$ cat config.mk
export PLATFORM = sky130hd
export DESIGN_NAME = alu_74181_flat
export DESIGN_NICKNAME = d
export VERILOG_FILES = /design/src/rtl/alu_74181_if.sv /design/src/rtl/alu_74181.sv /design/src/flat_wrapper.sv
export SDC_FILE = /design/constraint.sdc
export NUM_CORES = 1
export LEC_CHECK = 0
export ABC_AREA = 1
export BUFFER_PORTS_ARGS = -buffer_cell sky130_fd_sc_hd__buf_2
export CAP_MARGIN = 20
export CORE_MARGIN = 3
export CORE_UTILIZATION = 35
export CTS_BUF_LIST = sky130_fd_sc_hd__clkbuf_16
export DETAILED_ROUTE_END_ITERATION = 7
export SYNTH_ARGS = -nofsm -noshare
export SYNTH_HDL_FRONTEND = slang
export SYNTH_SLANG_ARGS = --single-unit
$ cat constraint.sdc
create_clock -name clk -period 4.4 [get_ports clk]
set_clock_uncertainty 0.05 [all_clocks]
set_input_delay 0.66 -clock clk [delete_from_list [all_inputs] [get_ports clk]]
set_output_delay 0.66 -clock clk [all_outputs]
set_load 0.02 [all_outputs]
$ cat src/rtl/alu_74181_if.sv
// Operand, control and result bundle for the registered 74181 ALU.
interface alu_74181_if;
   logic [3:0] a;
   logic [3:0] b;
   logic [3:0] s;
   logic       M;
   logic       Ci_inverse;
   logic [3:0] Y;
   logic       Co_inverse;
   logic       P;
   logic       Q;
   logic       AequalsB;

   modport master (
      output a, b, s, M, Ci_inverse,
      input  Y, Co_inverse, P, Q, AequalsB
   );

   modport slave (
      input  a, b, s, M, Ci_inverse,
      output Y, Co_inverse, P, Q, AequalsB
   );
endinterface

$ cat src/rtl/alu_74181.sv
// Registered 4-bit 74181 ALU: 16 logic and 16 arithmetic functions,
// active-low carry in/out, active-low group propagate/generate.
module alu_74181 (
   input  logic        clk,
   input  logic        reset,
   alu_74181_if.slave  bus
);

   logic [3:0] g;
   logic [3:0] h;
   logic [4:0] sum;
   logic [3:0] f;
   logic       p_n;
   logic       q_n;

   // Per-bit G/H terms, arithmetic sum and look-ahead outputs.
   always_comb begin
      g   = bus.a | (bus.b & {4{bus.s[0]}}) | (~bus.b & {4{bus.s[1]}});
      h   = (bus.a & bus.b & {4{bus.s[3]}}) | (bus.a & ~bus.b & {4{bus.s[2]}});
      sum = {1'b0, g} + {1'b0, h} + {4'b0000, ~bus.Ci_inverse};
      f   = bus.M ? ~(g ^ h) : sum[3:0];
      p_n = ~(&g);
      q_n = ~(h[3] | (g[3] & h[2]) | (g[3] & g[2] & h[1]) |
               (g[3] & g[2] & g[1] & h[0]));
   end

   // Output registers; reset has priority over the computed result.
   always_ff @(posedge clk) begin
      if (reset) begin
         bus.Y          <= '0;
         bus.Co_inverse <= 1'b1;
         bus.P          <= 1'b1;
         bus.Q          <= 1'b1;
         bus.AequalsB   <= 1'b0;
      end else begin
         bus.Y          <= f;
         bus.Co_inverse <= ~sum[4];
         bus.P          <= p_n;
         bus.Q          <= q_n;
         bus.AequalsB   <= &f;
      end
   end

endmodule

$ cat src/flat_wrapper.sv
// flat-port wrapper written by rule: the top's interface ports become plain ports
module alu_74181_flat 
  (clk, reset, bus_a, bus_b, bus_s, bus_M, bus_Ci_inverse, bus_Y, bus_Co_inverse, bus_P, bus_Q, bus_AequalsB);
  alu_74181_if bus_i ();
  input  logic clk;
  input  logic reset;
  input wire logic [$bits(bus_i.a)-1:0] bus_a;
  input wire logic [$bits(bus_i.b)-1:0] bus_b;
  input wire logic [$bits(bus_i.s)-1:0] bus_s;
  input wire logic [$bits(bus_i.M)-1:0] bus_M;
  input wire logic [$bits(bus_i.Ci_inverse)-1:0] bus_Ci_inverse;
  output wire logic [$bits(bus_i.Y)-1:0] bus_Y;
  output wire logic [$bits(bus_i.Co_inverse)-1:0] bus_Co_inverse;
  output wire logic [$bits(bus_i.P)-1:0] bus_P;
  output wire logic [$bits(bus_i.Q)-1:0] bus_Q;
  output wire logic [$bits(bus_i.AequalsB)-1:0] bus_AequalsB;
  assign bus_i.a = bus_a;
  assign bus_i.b = bus_b;
  assign bus_i.s = bus_s;
  assign bus_i.M = bus_M;
  assign bus_i.Ci_inverse = bus_Ci_inverse;
  assign bus_Y = bus_i.Y;
  assign bus_Co_inverse = bus_i.Co_inverse;
  assign bus_P = bus_i.P;
  assign bus_Q = bus_i.Q;
  assign bus_AequalsB = bus_i.AequalsB;
  alu_74181 u_core (.clk(clk), .reset(reset), .bus(bus_i));
endmodule
# Word-level counts from Yosys, hierarchy flattened
# Index checks and enable logic that the tools add are counted.
[word_totals]
register_bits = 8
out_inout_bits = 8
elab_cells = 34
[op_classes]
bitwise = 24
addsub = 2
muxes = 1
n_reduce_logical = 2
[op_table]
columns = ["operator", "count"]
rows = [
  ["$and A4 B4 Y4", 6],
  ["$or A4 B4 Y4", 3],
  ["$not A4 Y4", 2],
  ["$reduce_and A4 Y1", 2],
  ["$add A4 B4 Y5", 1],
  ["$add A5 B1 Y5", 1],
  ["$and A1 B1 Y1", 5],
  ["$mux W4", 1],
  ["$not A1 Y1", 4],
  ["$xor A4 B4 Y4", 1],
  ["$or A1 B1 Y1", 3],
]

# Longest topological paths before layout
# Gate-level depths: netlist of the first run.
[depth]
word_depth = 9
ltp_mapped = 12

# Worst setup path before layout of the first run
# OpenSTA, ideal clock, no wires.
[synth_path]
kind = "input port to flip-flop"
from = "input port bus_s[1]"
to = "register u_core.bus.AequalsB"
stages = 11
t_arrival_ps = 2201
path_slack_ps = 2085
setup_time_ps = 64
path_cell_list = "inv_1 nor2_1 a211oi_1 inv_1 fa_1 fa_1 o21ai_1 nand2_1 a21oi_2 nand2_1 nor2_1"
[synth_between]
elab_chain_len = 6
[synth_rtl]
columns = ["element", "line", "source"]
rows = [
  ["start: declaration", "flat_wrapper.sv:9", "input wire logic [$bits(bus_i.s)-1:0] bus_s;"],
  ["$and A4 B4 Y4 (*)", "alu_74181.sv:18", "g = bus.a | (bus.b & {4{bus.s[0]}}) | (~bus.b & {4{bus.s[1]}});"],
  ["$or A4 B4 Y4 (*)", "alu_74181.sv:18", ""],
  ["$add A4 B4 Y5 or $xor A4 B4 Y4 (tied branches)", "alu_74181.sv:20, alu_74181.sv:21", ""],
  ["$add A5 B1 Y5 or $not A4 Y4 (tied branches)", "alu_74181.sv:20, alu_74181.sv:21", ""],
  ["$mux W4 (*)", "alu_74181.sv:21", "f = bus.M ? ~(g ^ h) : sum[3:0];"],
  ["$reduce_and A4 Y1 (*)", "alu_74181.sv:40", "bus.AequalsB <= &f;"],
  ["end signal: assignment", "alu_74181.sv:40", ""],
  ["end: declaration", "alu_74181_if.sv:21", "output Y, Co_inverse, P, Q, AequalsB"],
]
# Mark *: on every way between the ends. The rest lies on a longest branch, timed or not.
# A chain may end at the register's enable or synchronous reset.

# Worst setup path in the final report of the first run
# Ends and elaborated chain as after synthesis.

==> impl_summary.log, run 1 <==
[metrics] Post-CTS Setup Bufs: 0
[metrics] Syn Nets: approximately 110
[metrics] number of buffers between clock root and the deepest sink: 2
[metrics] non-filler instance count after layout: 128
[metrics] status: completed
[metrics] Setup Crit Path Kind: input pin to flop
[metrics] fill count: 146
[metrics] Yosys Warn Count: 0
[metrics] area growth from synthesis to final layout: 36.5%
[metrics] total wire length after detailed routing: around 1200 um
[metrics] initial antenna violation count: 0
[metrics] area of the core: between 1000 and 1500 um^2
[metrics] flip-flop and latch area: roughly 160 um^2
[metrics] worst relative slew slack: 0.855
[metrics] Total Nets Final: ~140
[metrics] slowest CP cell: fa_1
[metrics] endpoint required time on the critical path: approximately 4.5 ns
[metrics] wire length of the first global-routing pass: 2060 um
[metrics] DR vias/cell: between 4 and 5
[metrics] Mean Syn Cell Area: roughly 6.6 um^2
[metrics] via count of the first global-routing pass: 529
[metrics] kind of end point of the critical path: flop
[metrics] count of port buffers added during placement: 23
[metrics] area of the multi-input gates: around 350 um^2
[metrics] Clk Tree Root Cell: clkbuf_16
[metrics] count of different cell masters after synthesis: 17
[metrics] final critical path time including I/O delays and setup: ~2.3 ns
[metrics] share of the core filled with cells in the final layout: 0.553
[metrics] half-perimeter wire length after detailed placement: roughly 1100 um
[metrics] proportion of synthesized chip area in sequential cells: 0.279
[metrics] CTS Hold Bufs: 0
[metrics] DRC violation total after the first TritonRoute iteration: 14
[metrics] number of vias after detailed routing: 599
[metrics] Fmax achieved: 428 MHz
[metrics] clock tree sinks: 8
[metrics] number of design rule violations left after detail routing: 0
[metrics] worst-path fanout max: 4
[metrics] die boundary height: between 40 and 50 um
[metrics] global router's overall resource usage: 0.132
[metrics] largest vdd supply drop: between 0.15 and 0.2 mV
[metrics] Pwr per Cell Area: between 300 and 400 nW/um^2
[metrics] ratio of cells with drive above 1 in the final layout: 0.283
[metrics] initial core utilization: 0.405
[metrics] crit-path cells: buf_2, inv_1, nor2_1, a211oi_1, inv_1, fa_1, fa_1, o21ai_1, nand2_1, a21oi_2, nand2_1, nor2_1
[metrics] Lkg Pwr: around 0.00046 uW
[metrics] Mapped Area: ~570 um^2
[metrics] router iterations before antenna repair: 4
[metrics] row count: 13
[metrics] residual overflow from global routing: 0
[metrics] sum of negative setup slack: 0 ns
[metrics] kind of launch point of the worst setup path: input pin
[metrics] total count of hold-check failures in the final report: 0
[metrics] clock-pin slew reported for the worst setup and hold paths after clock tree synthesis: around 0.03 ns
[metrics] Routed wire per std cell: 9.48 um
[metrics] TritonCTS clock tree: yes
[metrics] post-CTS resize count: 0
[metrics] Max-cap violations: 0
[metrics] post-synthesis instance total: 87
[metrics] remaining number of nets flagged by the antenna check after routing: 0
[metrics] unrepaired setup endpoints after global routing: no
[metrics] Routability Congestion: about 0.76
[metrics] worst min-delay path category: input pin to flop
[metrics] largest net degree at the start of global routing: 8
[metrics] number of top-level pins: 24
[metrics] clock buffer count from CTS: 3
[metrics] number of synthesized register bits: 8
[metrics] die area: ~2200 um^2
[metrics] level count of the clock H-tree: 1
[metrics] worst slew pin tran: 0.216 ns
[metrics] Placed Cells: between 100 and 150
[metrics] diode count: 0
[metrics] critical path arrival: about 2.5 ns
[metrics] Hold Worst Slack: 0.589 ns
[metrics] slowest cell delay on critical path: 0.42 ns
[metrics] width of the die: around 46 um
[metrics] Final period util: 0.531
[metrics] final count of negative-setup-slack endpoints: 0
[metrics] Final Max Tran Viols: 0
==> where the power goes <==
group          internal [uW]  switching, uW  leakage (uW)  total, uW
sequential              80.3           1.38     0.0000664       81.7
combinational           27.6           45.5      0.000353       73.1
clock                    117           29.8     0.0000370        146
==> cells by family (layout without fill, tap and decap cells) <==
logic type	Yosys count	in the layout	synth area share
AOI/OAI and AO/OA	10	10	0.0982
adders and majority gates	6	6	0.157
buffers and inverters	16	42	0.105
DFF	8	8	0.279
and+or+nand+nor	47	47	0.360
==> through the flow <==
stage | total power [uW] | worst slack (ns) | area (um^2)
after global placement | 156 | 1.86 | 707
after floorplan | 132 | 2.09 | 573
after detailed placement | 157 | 1.82 | 707
after global routing | 321 | 1.83 | 782
final | 301 | 2.06 | 782
after CTS | 305 | 2.05 | 782
==> synth_stat cells, drive strengths merged <==
| library cell | count | area (um^2) |
|---|---|---|
| a211oi | 1 | 7.51 |
| dfxtp | 8 | 160 |
| nor2 | 11 | 41.3 |
| nand4 | 1 | 6.26 |
| ha | 4 | 50.1 |
| fa | 2 | 40.0 |
| inv | 16 | 60.1 |
| nand3b | 1 | 7.51 |
| nand3 | 9 | 55.1 |
| a21oi | 4 | 23.8 |
| o21ai | 5 | 25.0 |
| nand2 | 25 | 96.4 |
==> area by class of cell <==
cell class | count | area share
Inverter | 16 | 0.0768
Clock buffer | 3 | 0.0960
Tap cell | 15 | 0.0240
Sequential cell | 8 | 0.205
Multi-Input combinational cell | 63 | 0.451
Timing Repair Buffer | 23 | 0.147
==> layer usage <==
| layer | vias up | global-route usage | routed length (um) |
|---|---|---|---|
| met2 | 19 | 0.228 | 593 |
| met1 | 254 | 0.165 | 555 |
| met4 | 0 | 0.0341 | 0 |
| met5 | - | 0 | 0 |
| li1 | 326 | - | - |
| met3 | 0 | 0.0234 | 64 |
==> state kept, by name, indices dropped and copies added, names as in the netlist <==
| register | flops |
|---|---|
| u_core.bus.P | 1 |
| u_core.bus.Co_inverse | 1 |
| u_core.bus.Q | 1 |
| u_core.bus.AequalsB | 1 |
| u_core.bus.Y | 4 |
==> critical path: cells and delay by family <==
family,cells,cell delay (ns)
adders and majority gates,2,0.83
AOI/OAI and AO/OA,3,0.42
buffers and inverters,3,0.28
and+or+nand+nor,4,0.26
==> worst paths after layout <==
path | from | to | slack [ns] | cells after the start
setup / recovery | bus_s[1] | u_core.bus.AequalsB | 2.06 | 12
hold / removal | reset | u_core.bus.Y[3] | 0.59 | 2
==> cells in the final DEF (no fill, tap or decap) <==
| cell | n |
|---|---|
| o21ai_1 | 3 |
| fa_1 | 2 |
| nand3_2 | 2 |
| nand3b_1 | 1 |
| a211oi_1 | 1 |
| dfxtp_1 | 8 |
| inv_2 | 2 |
| clkbuf_16 | 3 |
| buf_2 | 23 |
| o21ai_0 | 2 |
| nand4_1 | 1 |
| nor2_1 | 11 |
| nand2_1 | 24 |
| a21oi_1 | 3 |
| nand2_2 | 1 |
| a21oi_2 | 1 |
| ha_1 | 4 |
| inv_1 | 14 |
| nand3_1 | 7 |
(Power assumes the default switching activity.)
==> inputs of run 2 (changes only) <==
==> constraint.sdc (replaced) <==
create_clock -name clk -period 2.1 [get_ports clk]
set_clock_uncertainty 0.05 [all_clocks]
set_input_delay 0.315 -clock clk [delete_from_list [all_inputs] [get_ports clk]]
set_output_delay 0.315 -clock clk [all_outputs]
set_load 0.02 [all_outputs]
==> run 2 against run 1 <==
Critical path depth unchanged. Clock power up 120%. Non-clock buffer count rose by 5. Largest cell class unchanged. Largest power group unchanged.
==> impl_summary.log, run 2 (same netlist as run 1, synthesis figures left out) <==
[metrics] number of flip-flops under the largest register name: 4
[metrics] Setup Crit Path Kind: input pin to flop
[metrics] area of the multi-input gates: 353 um^2
[metrics] diode count: 0
[metrics] slowest CP cell: fa_1
[metrics] worst relative slew slack: 0.848
[metrics] share of the core filled with cells in the final layout: 0.579
[metrics] unrepaired setup endpoints after global routing: no
[metrics] Final period util: 0.935
[metrics] number of design rule violations left after detail routing: 0
[metrics] area of the core: 1420 um^2
[metrics] Fmax achieved: just over 500 MHz
[metrics] post-CTS resize count: 0
[metrics] Clk Tree Root Cell: clkbuf_16
[metrics] flip-flop and latch area: 160 um^2
[metrics] area growth from synthesis to final layout: 43.0%
[metrics] worst min-delay path category: input pin to flop
[metrics] total wire length after detailed routing: 1340 um
[metrics] worst hold path endpoint: u_core.bus.Y[1]
[metrics] width of the die: 46.5 um
[metrics] Max-cap violations: 0
[metrics] residual overflow from global routing: 0
[metrics] placement-stage cell area: approximately 740 um^2
[metrics] Top reg by flops: u_core.bus.Y
[metrics] clock buffer count from CTS: 3
[metrics] critical path arrival: 2.08 ns
[metrics] Pwr per Cell Area: about 800 nW/um^2
[metrics] Placed Cells: 130
[metrics] ratio of cells with drive above 1 in the final layout: 0.314
[metrics] DRC violation total after the first TritonRoute iteration: 8
[metrics] fill count: ~160
[metrics] Final Max Tran Viols: 0
[metrics] initial antenna violation count: 0
[metrics] final count of negative-setup-slack endpoints: 0
[metrics] worst min-delay path startpoint: reset
[metrics] kind of launch point of the worst setup path: input pin
[metrics] largest net degree at the start of global routing: 8
[metrics] commonest cells after routing, fill and taps aside: 24 x nand2_1, 23 x buf_2, 14 x inv_1
[metrics] half-perimeter wire length after detailed placement: roughly 1200 um
[metrics] remaining number of nets flagged by the antenna check after routing: 0
[metrics] final critical path time including I/O delays and setup: slightly below 2 ns
[metrics] Worst Path Buf+Inv: 3
[metrics] status: completed
[metrics] number of vias after detailed routing: 635
[metrics] kind of end point of the critical path: flop
[metrics] count of port buffers added during placement: 23
[metrics] crit-path cells: buf_2, inv_1, nor2_1, a211oi_1, inv_1, fa_1, fa_1, o21ai_1, nand2_1, a21oi_2, nand2_1, nor2_1
[metrics] wire length of the first global-routing pass: ~2400 um
[metrics] number of top-level pins: 24
[metrics] worst-path fanout max: 3
[metrics] worst slew pin tran: approximately 0.23 ns
[metrics] die boundary height: 46.5 um
[metrics] DR vias/cell: between 4 and 5
[metrics] Routed wire per std cell: around 10 um
[metrics] slowest cell delay on critical path: between 0.4 and 0.5 ns
[metrics] endpoint required time on the critical path: around 2.2 ns
[metrics] die area: 2160 um^2
[metrics] most common cell after layout, fill and taps aside: nand2_1
[metrics] worst setup path start: bus_s[1]
[metrics] total count of hold-check failures in the final report: 0
[metrics] Final Cell Area: roughly 820 um^2
[metrics] cell depth of the worst min-delay path: 2
[metrics] Lkg Pwr: 0.000480 uW
[metrics] clock-pin slew reported for the worst setup and hold paths after clock tree synthesis: around 0.04 ns
[metrics] initial core utilization: 0.405
[metrics] row count: 13
[metrics] via count of the first global-routing pass: roughly 630
[metrics] clock tree sinks: 8
[metrics] CTS Hold Bufs: 0
[metrics] cell class contributing the biggest share of worst-path delay: adder cells
[metrics] router iterations before antenna repair: 2
[metrics] global router's overall resource usage: 0.160
[metrics] Routability Congestion: between 0.7 and 0.8
[metrics] TritonCTS clock tree: yes
[metrics] non-filler instance count after layout: between 100 and 150
[metrics] number of buffers between clock root and the deepest sink: 2
[metrics] level count of the clock H-tree: 1
[metrics] Total Nets Final: about 140
[metrics] sum of negative setup slack: 0 ns
[metrics] Post-CTS Setup Bufs: 0
[metrics] largest vdd supply drop: roughly 0.32 mV
## run 2: cell count changes in the layout (fill, tap and decap cells not counted)
cell   delta
buf_4     +5
## run 2: routing by layer
metal | track usage | vias to the layer above | part of all wire
li1 | - | 335 | -
met1 | 0.160 | 283 | 0.43
met2 | 0.275 | 15 | 0.50
met3 | 0.0352 | 2 | 0.046
met4 | 0.136 | 0 | 0.024
met5 | 0 | - | 0
## run 2: where the power goes
| group | internal, uW | total (uW) | switching [uW] | leakage [uW] |
|---|---|---|---|---|
| registers | 168 | 171 | 2.86 | 0.0000664 |
| logic | 67.2 | 166 | 98.4 | 0.000377 |
| clock network | 245 | 318 | 72.3 | 0.0000370 |
| total | 481 | 654 | 174 | 0.000480 |
## run 2: layout make-up
cell class,instances,area share
inverter,16,0.0733
tap,15,0.0229
timing repair buffer,28,0.186
clock buffer,3,0.0916
multi-input combinational,63,0.431
sequential,8,0.195
## run 2: how the worst max path moves through the flow
stage	endpoint	cells past startpoint	slack, ns
2_1_floorplan	u_core.bus.AequalsB	11	0.13
3_3_place_gp	u_core.bus.AequalsB	12	-0.05
3_5_place_dp	u_core.bus.AequalsB	12	-0.10
4_1_cts	u_core.bus.AequalsB	12	0.13
5_1_grt	u_core.bus.AequalsB	12	0.05
6_report	u_core.bus.AequalsB	12	0.14
## run 2: per-stage QoR
stage                     hold WS [ns]  total power, uW  worst slack (ns)
after floorplan                  0.337              276             0.130
after global placement           0.469              338           -0.0522
after detailed placement         0.469              341            -0.102
after CTS                        0.228              662             0.132
after global routing             0.245              695            0.0499
final                            0.230              654             0.137
==> inputs of run 3 (changes only) <==
--- a/config.mk
+++ b/config.mk
@@ -5,13 +5,13 @@
 export SDC_FILE = /design/constraint.sdc
 export NUM_CORES = 1
 export LEC_CHECK = 0
-export ABC_AREA = 1
 export BUFFER_PORTS_ARGS = -buffer_cell sky130_fd_sc_hd__buf_2
 export CAP_MARGIN = 20
 export CORE_MARGIN = 3
 export CORE_UTILIZATION = 35
 export CTS_BUF_LIST = sky130_fd_sc_hd__clkbuf_16
 export DETAILED_ROUTE_END_ITERATION = 7
+export SLEW_MARGIN = 10
 export SYNTH_ARGS = -nofsm -noshare
 export SYNTH_HDL_FRONTEND = slang
 export SYNTH_SLANG_ARGS = --single-unit
==> constraint.sdc (replaced) <==
create_clock -name clk -period 2.45 [get_ports clk]
set_clock_uncertainty 0.05 [all_clocks]
set_input_delay 0.3675 -clock clk [delete_from_list [all_inputs] [get_ports clk]]
set_output_delay 0.3675 -clock clk [all_outputs]
set_load 0.02 [all_outputs]
==> run 3 against run 2 <==
Non-clock buffer count shrank 3. Combinational power shrank 15%. Worst hold slack gained 0.15 ns. Area after synthesis grew 1.5%. Critical path type unchanged. Critical endpoint unchanged.
==> impl_summary.log, run 3 <==
[metrics] status: completed
[metrics] Mapped Area: between 500 and 600 um^2
[metrics] area of the core: 1540 um^2
[metrics] area share of the largest cell type after synthesis: 0.275
[metrics] CTS Hold Bufs: 0
[metrics] wire length of the first global-routing pass: ~1700 um
[metrics] most common cell after layout, fill and taps aside: buf_2
[metrics] kind of end point of the critical path: flop
[metrics] metal3 WL: 55 um
[metrics] DRC violation total after the first TritonRoute iteration: 4
[metrics] Setup Crit Path Kind: input pin to flop
[metrics] total count of hold-check failures in the final report: 0
[metrics] top post-synthesis cells by count: 8 x dfxtp_1, 7 x mux2i_1, 6 x inv_1, 6 x nor2_1, 5 x nor2b_1
[metrics] Final Max Tran Viols: 0
[metrics] critical path arrival: between 2 and 2.5 ns
[metrics] final critical path time including I/O delays and setup: between 2 and 2.5 ns
[metrics] initial core utilization: 0.377
[metrics] kind of launch point of the worst setup path: input pin
[metrics] via count of the first global-routing pass: between 400 and 500
[metrics] endpoint required time on the critical path: between 2 and 3 ns
[metrics] clock-pin slew reported for the worst setup and hold paths after clock tree synthesis: ~0.030 ns
[metrics] Post-CTS Setup Bufs: 0
[metrics] biggest area contributors in the synthesized netlist: dfxtp_1 28%, mux2i_1 12%, ha_1 8.6%, fa_1 6.9%, nor2b_1 5.4%
[metrics] level count of the clock H-tree: 1
[metrics] post-CTS resize count: 0
[metrics] Placed Cells: ~100
[metrics] unrepaired setup endpoints after global routing: no
[metrics] Final period util: 0.899
[metrics] post-synthesis instance total: 61
[metrics] die area: 2190 um^2
[metrics] Fmax achieved: 454 MHz
[metrics] diode count: 0
[metrics] worst relative slew slack: 0.748
[metrics] largest vdd supply drop: between 0.3 and 0.4 mV
[metrics] fill count: ~160
[metrics] Max-cap violations: 0
[metrics] router iterations before antenna repair: 2
[metrics] number of design rule violations left after detail routing: 0
[metrics] largest area contributor in the synthesized netlist: dfxtp_1
[metrics] Syn Nets: 83
[metrics] row count: 14
[metrics] Top reg by flops: u_core.bus.Y
[metrics] final count of negative-setup-slack endpoints: 0
[metrics] commonest cells after routing, fill and taps aside: 23 x buf_2, 8 x dfxtp_1, 7 x mux2i_1
[metrics] global router's overall resource usage: 0.115
[metrics] DR vias/cell: 4.93
[metrics] residual overflow from global routing: 0
[metrics] Routability Congestion: 0.704
[metrics] largest net degree at the start of global routing: 8
[metrics] count of port buffers added during placement: 23
[metrics] TritonCTS clock tree: yes
[metrics] half-perimeter wire length after detailed placement: slightly below 1000 um
[metrics] total routed wire length on the met1 layer: between 500 and 600 um
[metrics] sum of negative setup slack: 0 ns
[metrics] ratio of cells with drive above 1 in the final layout: 0.382
[metrics] proportion of synthesized chip area in sequential cells: 0.275
[metrics] Pwr per Cell Area: just under 700 nW/um^2
[metrics] number of synthesized register bits: 8
[metrics] Routed wire per std cell: between 10 and 15 um
[metrics] number of buffers between clock root and the deepest sink: 2
[metrics] number of enable-type register cells in the synthesized netlist: 0
[metrics] clock buffer count from CTS: 3
[metrics] area growth from synthesis to final layout: 38.7%
[metrics] width of the die: ~47 um
[metrics] die boundary height: between 40 and 50 um
[metrics] Hold Worst Slack: 0.379 ns
[metrics] ys async rst share: 0
[metrics] Clk Tree Root Cell: clkbuf_16
[metrics] count of different cell masters after synthesis: 23
[metrics] highest metal layer used by the detailed router: met4
[metrics] clock tree sinks: 8
[metrics] number of flip-flops under the largest register name: 4
[metrics] total wire length after detailed routing: around 1200 um
[metrics] worst min-delay path category: input pin to flop
[metrics] Total Nets Final: between 100 and 150
[metrics] most frequent cell after synthesis: dfxtp_1
[metrics] commonest register cell after synthesis: dfxtp_1
[metrics] Lkg Pwr: ~0.00041 uW
[metrics] Mean Syn Cell Area: 9.54 um^2
[metrics] remaining number of nets flagged by the antenna check after routing: 0
[metrics] Yosys Warn Count: 0
[metrics] initial antenna violation count: 0
[metrics] number of top-level pins: 24
[metrics] worst slew pin tran: between 0.3 and 0.4 ns
[metrics] Detail Route met2 WL: 579 um
[metrics] non-filler instance count after layout: between 100 and 150
[metrics] number of vias after detailed routing: roughly 520
[metrics] worst-path fanout max: 4
run 3: power breakdown:
| group | total [uW] | internal (uW) | switching (uW) |
|---|---|---|---|
| combinational | 141 | 63.9 | 77.1 |
| sequential | 147 | 145 | 2.30 |
| clock | 267 | 210 | 57.2 |
| total | 555 | 418 | 137 |
run 3: logic make-up after synthesis:
kind of cell,Yosys count,synth area share
AO/OA/AOI/OAI,11,0.185
XOR/XNOR,2,0.0301
adder cells (fa/ha/maj),6,0.155
buffers and inverters,6,0.0387
flip-flops,8,0.275
multiplexers,7,0.120
AND/OR/NAND/NOR,21,0.196
run 3: worst paths after layout:
path,startpoint,end,slack (ns),cells after the start
max,bus_s[1],u_core.bus.AequalsB,0.25,9
min,reset,u_core.bus.Y[1],0.38,2
run 3: routing by layer:
layer,global-route usage,vias to the layer above
li1,-,267
met1,0.145,238
met5,0,-
met4,0.0497,0
met3,0.0460,2
met2,0.173,11
run 3: through the flow:
step	total power [uW]	util	area [um^2]	worst slack, ns
after global routing	582	0.524	807	0.116
after CTS	561	0.524	807	0.234
after detailed placement	291	0.475	732	0.00346
after floorplan	243	-	582	0.177
final	555	0.524	807	0.247
after global placement	289	0.475	732	0.0256
run 3: area by class of cell:
class                           instances  area, um^2  area share
Multi-Input combinational cell         47         399       0.495
Sequential cell                         8         160       0.198
Timing Repair Buffer                   25         130       0.161
Clock buffer                            3        75.1      0.0930
Inverter                                6        22.5      0.0279
Tap cell                               16        20.0      0.0248
run 3: worst max-delay path, cell delays in order:
cell,delay (ns)
buf_2,0.12
and2b_2,0.18
a211o_1,0.29
fa_1,0.41
fa_1,0.40
nor2_1,0.14
xor2_1,0.15
nor2_1,0.06
and3_1,0.16
